[config.mk]
export PLATFORM = sky130hd
export DESIGN_NAME = mul_pipe
export DESIGN_NICKNAME = d
export VERILOG_FILES = /design/src/rtl/mul_pipe.sv
export SDC_FILE = /design/constraint.sdc
export NUM_CORES = 2
export LEC_CHECK = 0
export ABC_AREA = 1
export CELL_PAD_IN_SITES_DETAIL_PLACEMENT = 0
export CELL_PAD_IN_SITES_GLOBAL_PLACEMENT = 1
export CORE_UTILIZATION = 54
export DETAILED_ROUTE_END_ITERATION = 8
export PLACE_DENSITY_LB_ADDON = 0.1
export SLEW_MARGIN = 20
export SYNTH_ARGS = -nofsm -noshare
export SYNTH_HDL_FRONTEND = slang
export SYNTH_SLANG_ARGS = --single-unit
[constraint.sdc]
create_clock -name clk_i -period 13.05 [get_ports clk_i]
set_input_delay 1.9575 -clock clk_i [delete_from_list [all_inputs] [get_ports clk_i]]
set_output_delay 1.9575 -clock clk_i [all_outputs]
set_load 0.03 [all_outputs]
[src/rtl/mul_pipe.sv]
// mul_pipe: pipelined RV32M/RV64M multiplier (MUL/MULH/MULHSU/MULHU) with valid/ready, stall and flush.
// No bubble compaction: in_ready_o = (!out_valid_o | out_ready_i) & !flush_i. Macro MUL_PIPE_TAG_EN adds a per-op tag.
module mul_pipe #(
  parameter int XLEN   = 32,
  parameter int STAGES = 2
`ifdef MUL_PIPE_TAG_EN
  ,
  parameter int TAG_W  = 5
`endif
) (
  input  logic             clk_i,
  input  logic             rst_i,
  input  logic             flush_i,
  input  logic             in_valid_i,
  output logic             in_ready_o,
  input  logic [1:0]       op_i,
  input  logic [XLEN-1:0]  a_i,
  input  logic [XLEN-1:0]  b_i,
  output logic             out_valid_o,
  input  logic             out_ready_i,
  output logic [XLEN-1:0]  res_o
`ifdef MUL_PIPE_TAG_EN
  ,
  input  logic [TAG_W-1:0] in_tag_i,
  output logic [TAG_W-1:0] out_tag_o
`endif
);

  localparam int EW = XLEN + 1;
  localparam int PW = 2 * XLEN;
  localparam int H  = XLEN / 2;

  logic              adv;
  logic              fire;
  logic [STAGES-1:0] v_q, v_d;
  logic [EW-1:0]     a_ext, b_ext;
  logic              hi_in;
  logic [PW-1:0]     prod_last;
  logic              hi_last;
  logic              last_v;
  logic [XLEN-1:0]   res_q;

  function automatic logic [PW-1:0] sx(input logic [EW-1:0] x);
    return {{(PW-EW){x[EW-1]}}, x};
  endfunction

  function automatic logic [XLEN-1:0] pick(input logic [PW-1:0] p, input logic hi);
    return hi ? p[PW-1:XLEN] : p[XLEN-1:0];
  endfunction

  assign adv        = !v_q[STAGES-1] | out_ready_i;
  assign in_ready_o = adv & !flush_i;
  assign fire       = in_valid_i & in_ready_o;

  always_comb begin
    a_ext = {1'b0, a_i};
    b_ext = {1'b0, b_i};
    if (op_i == 2'b01) begin
      a_ext = {a_i[XLEN-1], a_i};
      b_ext = {b_i[XLEN-1], b_i};
    end else if (op_i == 2'b10) begin
      a_ext = {a_i[XLEN-1], a_i};
    end
  end

  assign hi_in = (op_i != 2'b00);

  always_comb begin
    v_d = v_q;
    if (flush_i) begin
      v_d = '0;
    end else if (adv) begin
      v_d[0] = fire;
      for (int k = 1; k < STAGES; k++) v_d[k] = v_q[k-1];
    end
  end

  always_ff @(posedge clk_i) begin
    if (rst_i) v_q <= '0;
    else       v_q <= v_d;
  end

  if (STAGES == 1) begin : g_one
    assign prod_last = sx(a_ext) * sx(b_ext);
    assign hi_last   = hi_in;
    assign last_v    = fire;
  end else begin : g_multi
    logic [EW-1:0] a0_q, b0_q;
    logic          hi0_q;

    always_ff @(posedge clk_i) begin
      if (rst_i) begin
        a0_q  <= '0;
        b0_q  <= '0;
        hi0_q <= 1'b0;
      end else if (adv) begin
        a0_q  <= a_ext;
        b0_q  <= b_ext;
        hi0_q <= hi_in;
      end
    end

    assign last_v = v_q[STAGES-2];

    if (STAGES == 2) begin : g_two
      assign prod_last = sx(a0_q) * sx(b0_q);
      assign hi_last   = hi0_q;
    end else begin : g_deep
      localparam int BW = EW - H;
      localparam int ND = STAGES - 2;

      logic [PW-1:0] pl_q [ND];
      logic [PW-1:0] ph_q [ND];
      logic [ND-1:0] hp_q;
      logic [PW-1:0] pl_d, ph_d;
      logic [BW-1:0] b0_hi;

      // b = b_hi * 2^H + b_lo; b_lo is unsigned, b_hi keeps the sign of the extended operand
      assign b0_hi = b0_q[EW-1:H];
      assign pl_d  = sx(a0_q) * {{(PW-H){1'b0}}, b0_q[H-1:0]};
      assign ph_d  = (sx(a0_q) * {{(PW-BW){b0_hi[BW-1]}}, b0_hi}) << H;

      always_ff @(posedge clk_i) begin
        if (rst_i) begin
          for (int k = 0; k < ND; k++) begin
            pl_q[k] <= '0;
            ph_q[k] <= '0;
          end
          hp_q <= '0;
        end else if (adv) begin
          pl_q[0] <= pl_d;
          ph_q[0] <= ph_d;
          hp_q[0] <= hi0_q;
          for (int k = 1; k < ND; k++) begin
            pl_q[k] <= pl_q[k-1];
            ph_q[k] <= ph_q[k-1];
            hp_q[k] <= hp_q[k-1];
          end
        end
      end

      assign prod_last = pl_q[ND-1] + ph_q[ND-1];
      assign hi_last   = hp_q[ND-1];
    end
  end

  // res only reloads when a live op enters the last stage, so it keeps the last result across bubbles
  always_ff @(posedge clk_i) begin
    if (rst_i)               res_q <= '0;
    else if (adv && last_v)  res_q <= pick(prod_last, hi_last);
  end

  assign res_o       = res_q;
  assign out_valid_o = v_q[STAGES-1];

`ifdef MUL_PIPE_TAG_EN
  logic [TAG_W-1:0] tag_q [STAGES];

  always_ff @(posedge clk_i) begin
    if (rst_i) begin
      for (int k = 0; k < STAGES; k++) tag_q[k] <= '0;
    end else if (adv) begin
      tag_q[0] <= in_tag_i;
      for (int k = 1; k < STAGES; k++) tag_q[k] <= tag_q[k-1];
    end
  end

  assign out_tag_o = tag_q[STAGES-1];
`endif

endmodule

## Word-level counts from Yosys, hierarchy flattened

Index checks and enable logic that the tools add are counted.

| operators by class | value |
|---|---|
| multiplexer cells | 4 |
| equality and inequality tests | 2 |
| reductions and logical operators | 5 |
| $mul | 1 |
| bitwise logic cells | 3 |

Operators by type and width:

| cell | count |
|---|---|
| $mux 33 | 3 |
| $mul 33x33->64 | 1 |
| $mux 32 | 1 |
| $and 1x1->1 | 2 |
| $eq 2x1->1 const B | 1 |
| $eq 2x2->1 const B | 1 |
| $logic_not 1->1 | 2 |
| $reduce_bool 2->1 | 1 |
| $reduce_or 2->1 | 1 |
| $logic_and 1x1->1 | 1 |
| $or 1x1->1 | 1 |

| storage, ports and cells | value |
|---|---|
| register bits after elaboration | 101 |
| output and inout bits | 34 |
| input bits | 71 |
| word-level logic and storage cells | 20 |

## Depth between registers and ports, before layout

| logic depth | value |
|---|---|
| depth after elaboration | 4 |
| gate-level depth with buffers | 36 |
| mapped depth without buffers | 34 |

## Least setup slack after synthesis

No wires, ideal clock.

| timing | value |
|---|---|
| kind | reg2reg |
| start | reg g_multi.a0_q[32] |
| end | reg res_q[31] (netlist: res_o[31]) |
| path buffers | 2 |
| data arrival time | 7130 ps |
| cell stages (with the launch flop) | 27 |
| period minus slack after synthesis | 7200 ps |
| slack | 5850 ps |
| cells stage by stage | dfxtp_1 -> clkbuf_1 -> clkbuf_1 -> nand2_1 -> inv_1 -> fa_1 -> fa_1 -> fa_1 -> fa_1 -> inv_1 -> fa_1 -> fa_1 -> inv_1 -> fa_1 -> inv_1 -> fa_1 -> inv_1 -> ha_1 -> inv_1 -> nor3_1 -> inv_1 -> nor3_1 -> and2_1 -> a21oi_2 -> nand3_1 -> nand3_1 -> a21oi_1 |

| between the ends | value |
|---|---|
| cells in the longest elaborated chain, start to end | 2 |

Ends and longest elaborated chain:

| what | line | source |
|---|---|---|
| from (decl) | 88 | `logic [EW-1:0] a0_q, b0_q;` |
| from (signal assigned) | 97 | `a0_q <= a_ext;` |
| $mul 33x33->64 | 106 | `assign prod_last = sx(a0_q) * sx(b0_q);` |
| $mux 32 | 48 | `return hi ? p[PW-1:XLEN] : p[XLEN-1:0];` |
| to (signal assigned) | 150 | `else if (adv && last_v) res_q <= pick(prod_last, hi_last);` |
| to (decl) | 41 | `logic [XLEN-1:0] res_q;` |

Every way passes these cells.
A chain may end at the register's enable or synchronous reset.

## Final worst setup path

| timing | value |
|---|---|
| start | reg g_multi.b0_q[6] |
| end | reg res_q[30] (netlist: res_o[30]) |

| between the ends | value |
|---|---|
| cells in the longest elaborated chain, start to end | 2 |

Ends and longest elaborated chain:

| what | line | source |
|---|---|---|
| from (decl) | 88 |  |
| from (signal assigned) | 98 | `b0_q <= b_ext;` |
| $mul 33x33->64 | 106 |  |
| $mux 32 | 48 |  |

Every way passes these cells.

==> run_results.csv <==
group,metric,value,unit
route,post_drt_wl_per_cell,19.9,um
grt,gr-total-overflow,0,
min_path,hp-class,"reg -> reg",
finish,fin_area,46500,sq um
route,antenna_left,0,
finish,drive_above_1_share,2.72,%
pwr,seq_power_share,3.8,%
cts,cts.sinks,101,
timing,fmax,0.119,GHz
setup_path,critical_path_class,"reg -> reg",
route,drt_iter0_markers,2476,
floorplan,boundaryPins,105,
finish,layout.cells.non_filler,6730,
pwr,power.switching,5.93,mW
yosys,yosysWarnings,0,
setup_path,critPathSlowestCell,"fa_1",
finish,syn2layout_area_growth,4.85,%
floorplan,core_area,80900,sq um
setup_path,worstPathMaxFanout,34,
cts,post_cts_resize_count,0,
pwr,leakage,28.0,nW
timing,tightest_slew,0.866,ns
floorplan,initial_utilization,54.8,%
grt,grt_pass1_wl,212,mm
placement,post_dp_cell_area,46200,sq um
timing,finalSetupTns,0,ns
floorplan,fp.dieArea,83300,sq um
setup_path,start_kind,"flip-flop",
cts,cts_tree,"done",
setup_path,crit_path_end_kind,"flip-flop",
pwr,p_int,3.10,mW
floorplan,fp-row-count,104,
run_status,status,"finished, final reports clean",
pwr,power.density,194,nW/um^2
route,wirelength,134,mm
placement,place_ws,4.73,ns
setup_path,critPathBufInv,8,
cts,h-tree-depth,3,
grt,antenna_found_initial,2,
setup_path,critical_path_required,13.37,ns
job,drv_cap,0,
grt,track_usage,34.0,%
pwr,swShare,65.6,%
route,vias_per_cell,5.21,
route,drc_errors,0,
floorplan,die_width,289,um
finish,final_cell_mix,"1800 x inv_1, 1413 x nand2_1, 1124 x fa_1",
yosys,yosysSeqAreaShare,4.56,%
timing,fin_crit,8.43,ns
cts,cts_hold_buf,0,
placement,dp_hpwl,110,mm
timing,hold_violations,0,
placement,portBuffers,104,
cts,cts_root_buf,"clkbuf_16",
grt,grt_pass1_vias,36400,
cts,worstSkewPairLatency,0.40,ns
timing,fin_skew,0.0140,ns
setup_path,critical_path.top_delay_family,"adder cells",
setup_path,critPathMostFrequentCell,"fa_1",
timing,hold_ws,0.468,ns
pwr,clockPowerShare,3.6,%
yosys,synthCells,5777,
setup_path,cp.arrival,8.75,ns
placement,gp_congestion,1.06,
route,dr.pass1.iters,6,
floorplan,die_height,289,um
finish,nFillCells,7768,
timing,relSlewSlack,41.7,%
yosys,yosysUniqueCellTypes,33,
yosys,synth_seq_cells,101,
yosys,syn_avg_cell_area,7.68,sq um
pwr,irDropWorstVdd,0.303,mV
cts,clk_pin_slew,0.07,ns
placement,placed_cells,6712,
yosys,syn_area,44400,sq um
finish,final_common_cell,"inv_1",
timing,worst_slack,4.62,ns
yosys,syn-num-nets,7185,
timing,maxSlewViolCount,0,
pwr,p_total,9.03,mW
finish,fin_util,57.5,%
cts,clockBufferDepth,2,
route,vias,35100,
timing,setup_viol,0,
cts,postCtsSetupBuffers,0,
cts,cts_made_buffers,9,
pwr,p_comb_share,92.6,%
grt,grt_max_degree,74,
timing,grt_setup_unrepaired,"no",
timing,min_period_over_period,64.6,%
setup_path,slowest_delay,0.72,ns
finish,fin_nets,7072,
[worst register-to-register path, delay by kind of cell (launching register included)]
family,cells,cell delay (ns)
adder cells (fa/ha/maj),9,4.58
buffers and inverters,8,1.59
AO/OA/AOI/OAI,4,1.05
AND/OR/NAND/NOR,7,0.85
flip-flops,1,0.31
[logic make-up after synthesis]
logic type,count (synthesis),share of synthesized area (%)
AOI/OAI and AO/OA,325,3.90
and+or+nand+nor,1894,16.7
adders and majority gates,1337,56.7
DFF,101,4.56
xor gates and xnor gates,11,0.217
buffers and inverters,2109,17.9
[sequential cells by signal, indices dropped and copies added, names as in the netlist]
| name | cells |
|---|---|
| g_multi.a0_q | 33 |
| g_multi.b0_q | 33 |
| res_o | 32 |
| v_q | 2 |
| g_multi.hi0_q | 1 |
[power groups by stage]
stage	clock network, mW	logic, mW	registers, mW
5_1_grt	0.343	9.13	0.342
3_3_place_gp	0	8.24	0.347
4_1_cts	0.334	8.25	0.340
3_5_place_dp	0	8.18	0.347
6_report	0.329	8.36	0.340
2_1_floorplan	0	5.04	0.350
[synth_stat cells (all sizes together)]
master,n,share of area (%)
clkbuf,295,2.5
nand4,26,0.37
o211ai,1,0.028
inv,1808,15
a31oi,4,0.056
or2,10,0.14
dfxtp,101,4.6
o21a,3,0.051
nand3b,1,0.017
xor2,6,0.12
a211oi,1,0.017
o21ai,164,1.8
nand2,1423,12
buf,6,0.065
a21oi,138,1.7
a21o,1,0.017
nand3,106,1.2
a21boi,2,0.034
xnor2,5,0.099
o21bai,11,0.19
and2,3,0.042
nor2,317,2.8
nor3,8,0.090
ha,212,6.0
fa,1125,51
[cell type report]
cell class / count / area [sq um] / area share (%)
multi-input cells: 3567 / 34400 / 74.0
inverters: 1808 / 6790 / 14.6
flip-flops and latches: 101 / 2030 / 4.37
repair buffers: 177 / 1600 / 3.44
well taps: 1060 / 1330 / 2.85
clock buffers: 12 / 256 / 0.551
clock inverters: 4 / 77.6 / 0.167
diodes: 1 / 2.50 / 0.00538
[metal layers]
layer / GRT usage, % / part of all wire (%) / vias to the layer above
li1: - / - / 15800
met1: 46.1 / 41 / 18000
met2: 57.7 / 50 / 1083
met3: 4.78 / 6.7 / 199
met4: 8.13 / 2.7 / 2
met5: 0 / 0.013 / -
[worst paths after layout]
check                                startpoint         to  slack, ns  cells past startpoint
worst max-delay path            g_multi.b0_q[6]  res_o[30]       4.62                     28
worst min register to register         res_o[2]   res_o[2]       0.47                      2
worst max register to register  g_multi.b0_q[6]  res_o[30]       4.62                     28
worst min-delay path                   res_o[2]   res_o[2]       0.47                      2
Power figures use the tool's default switching activity.
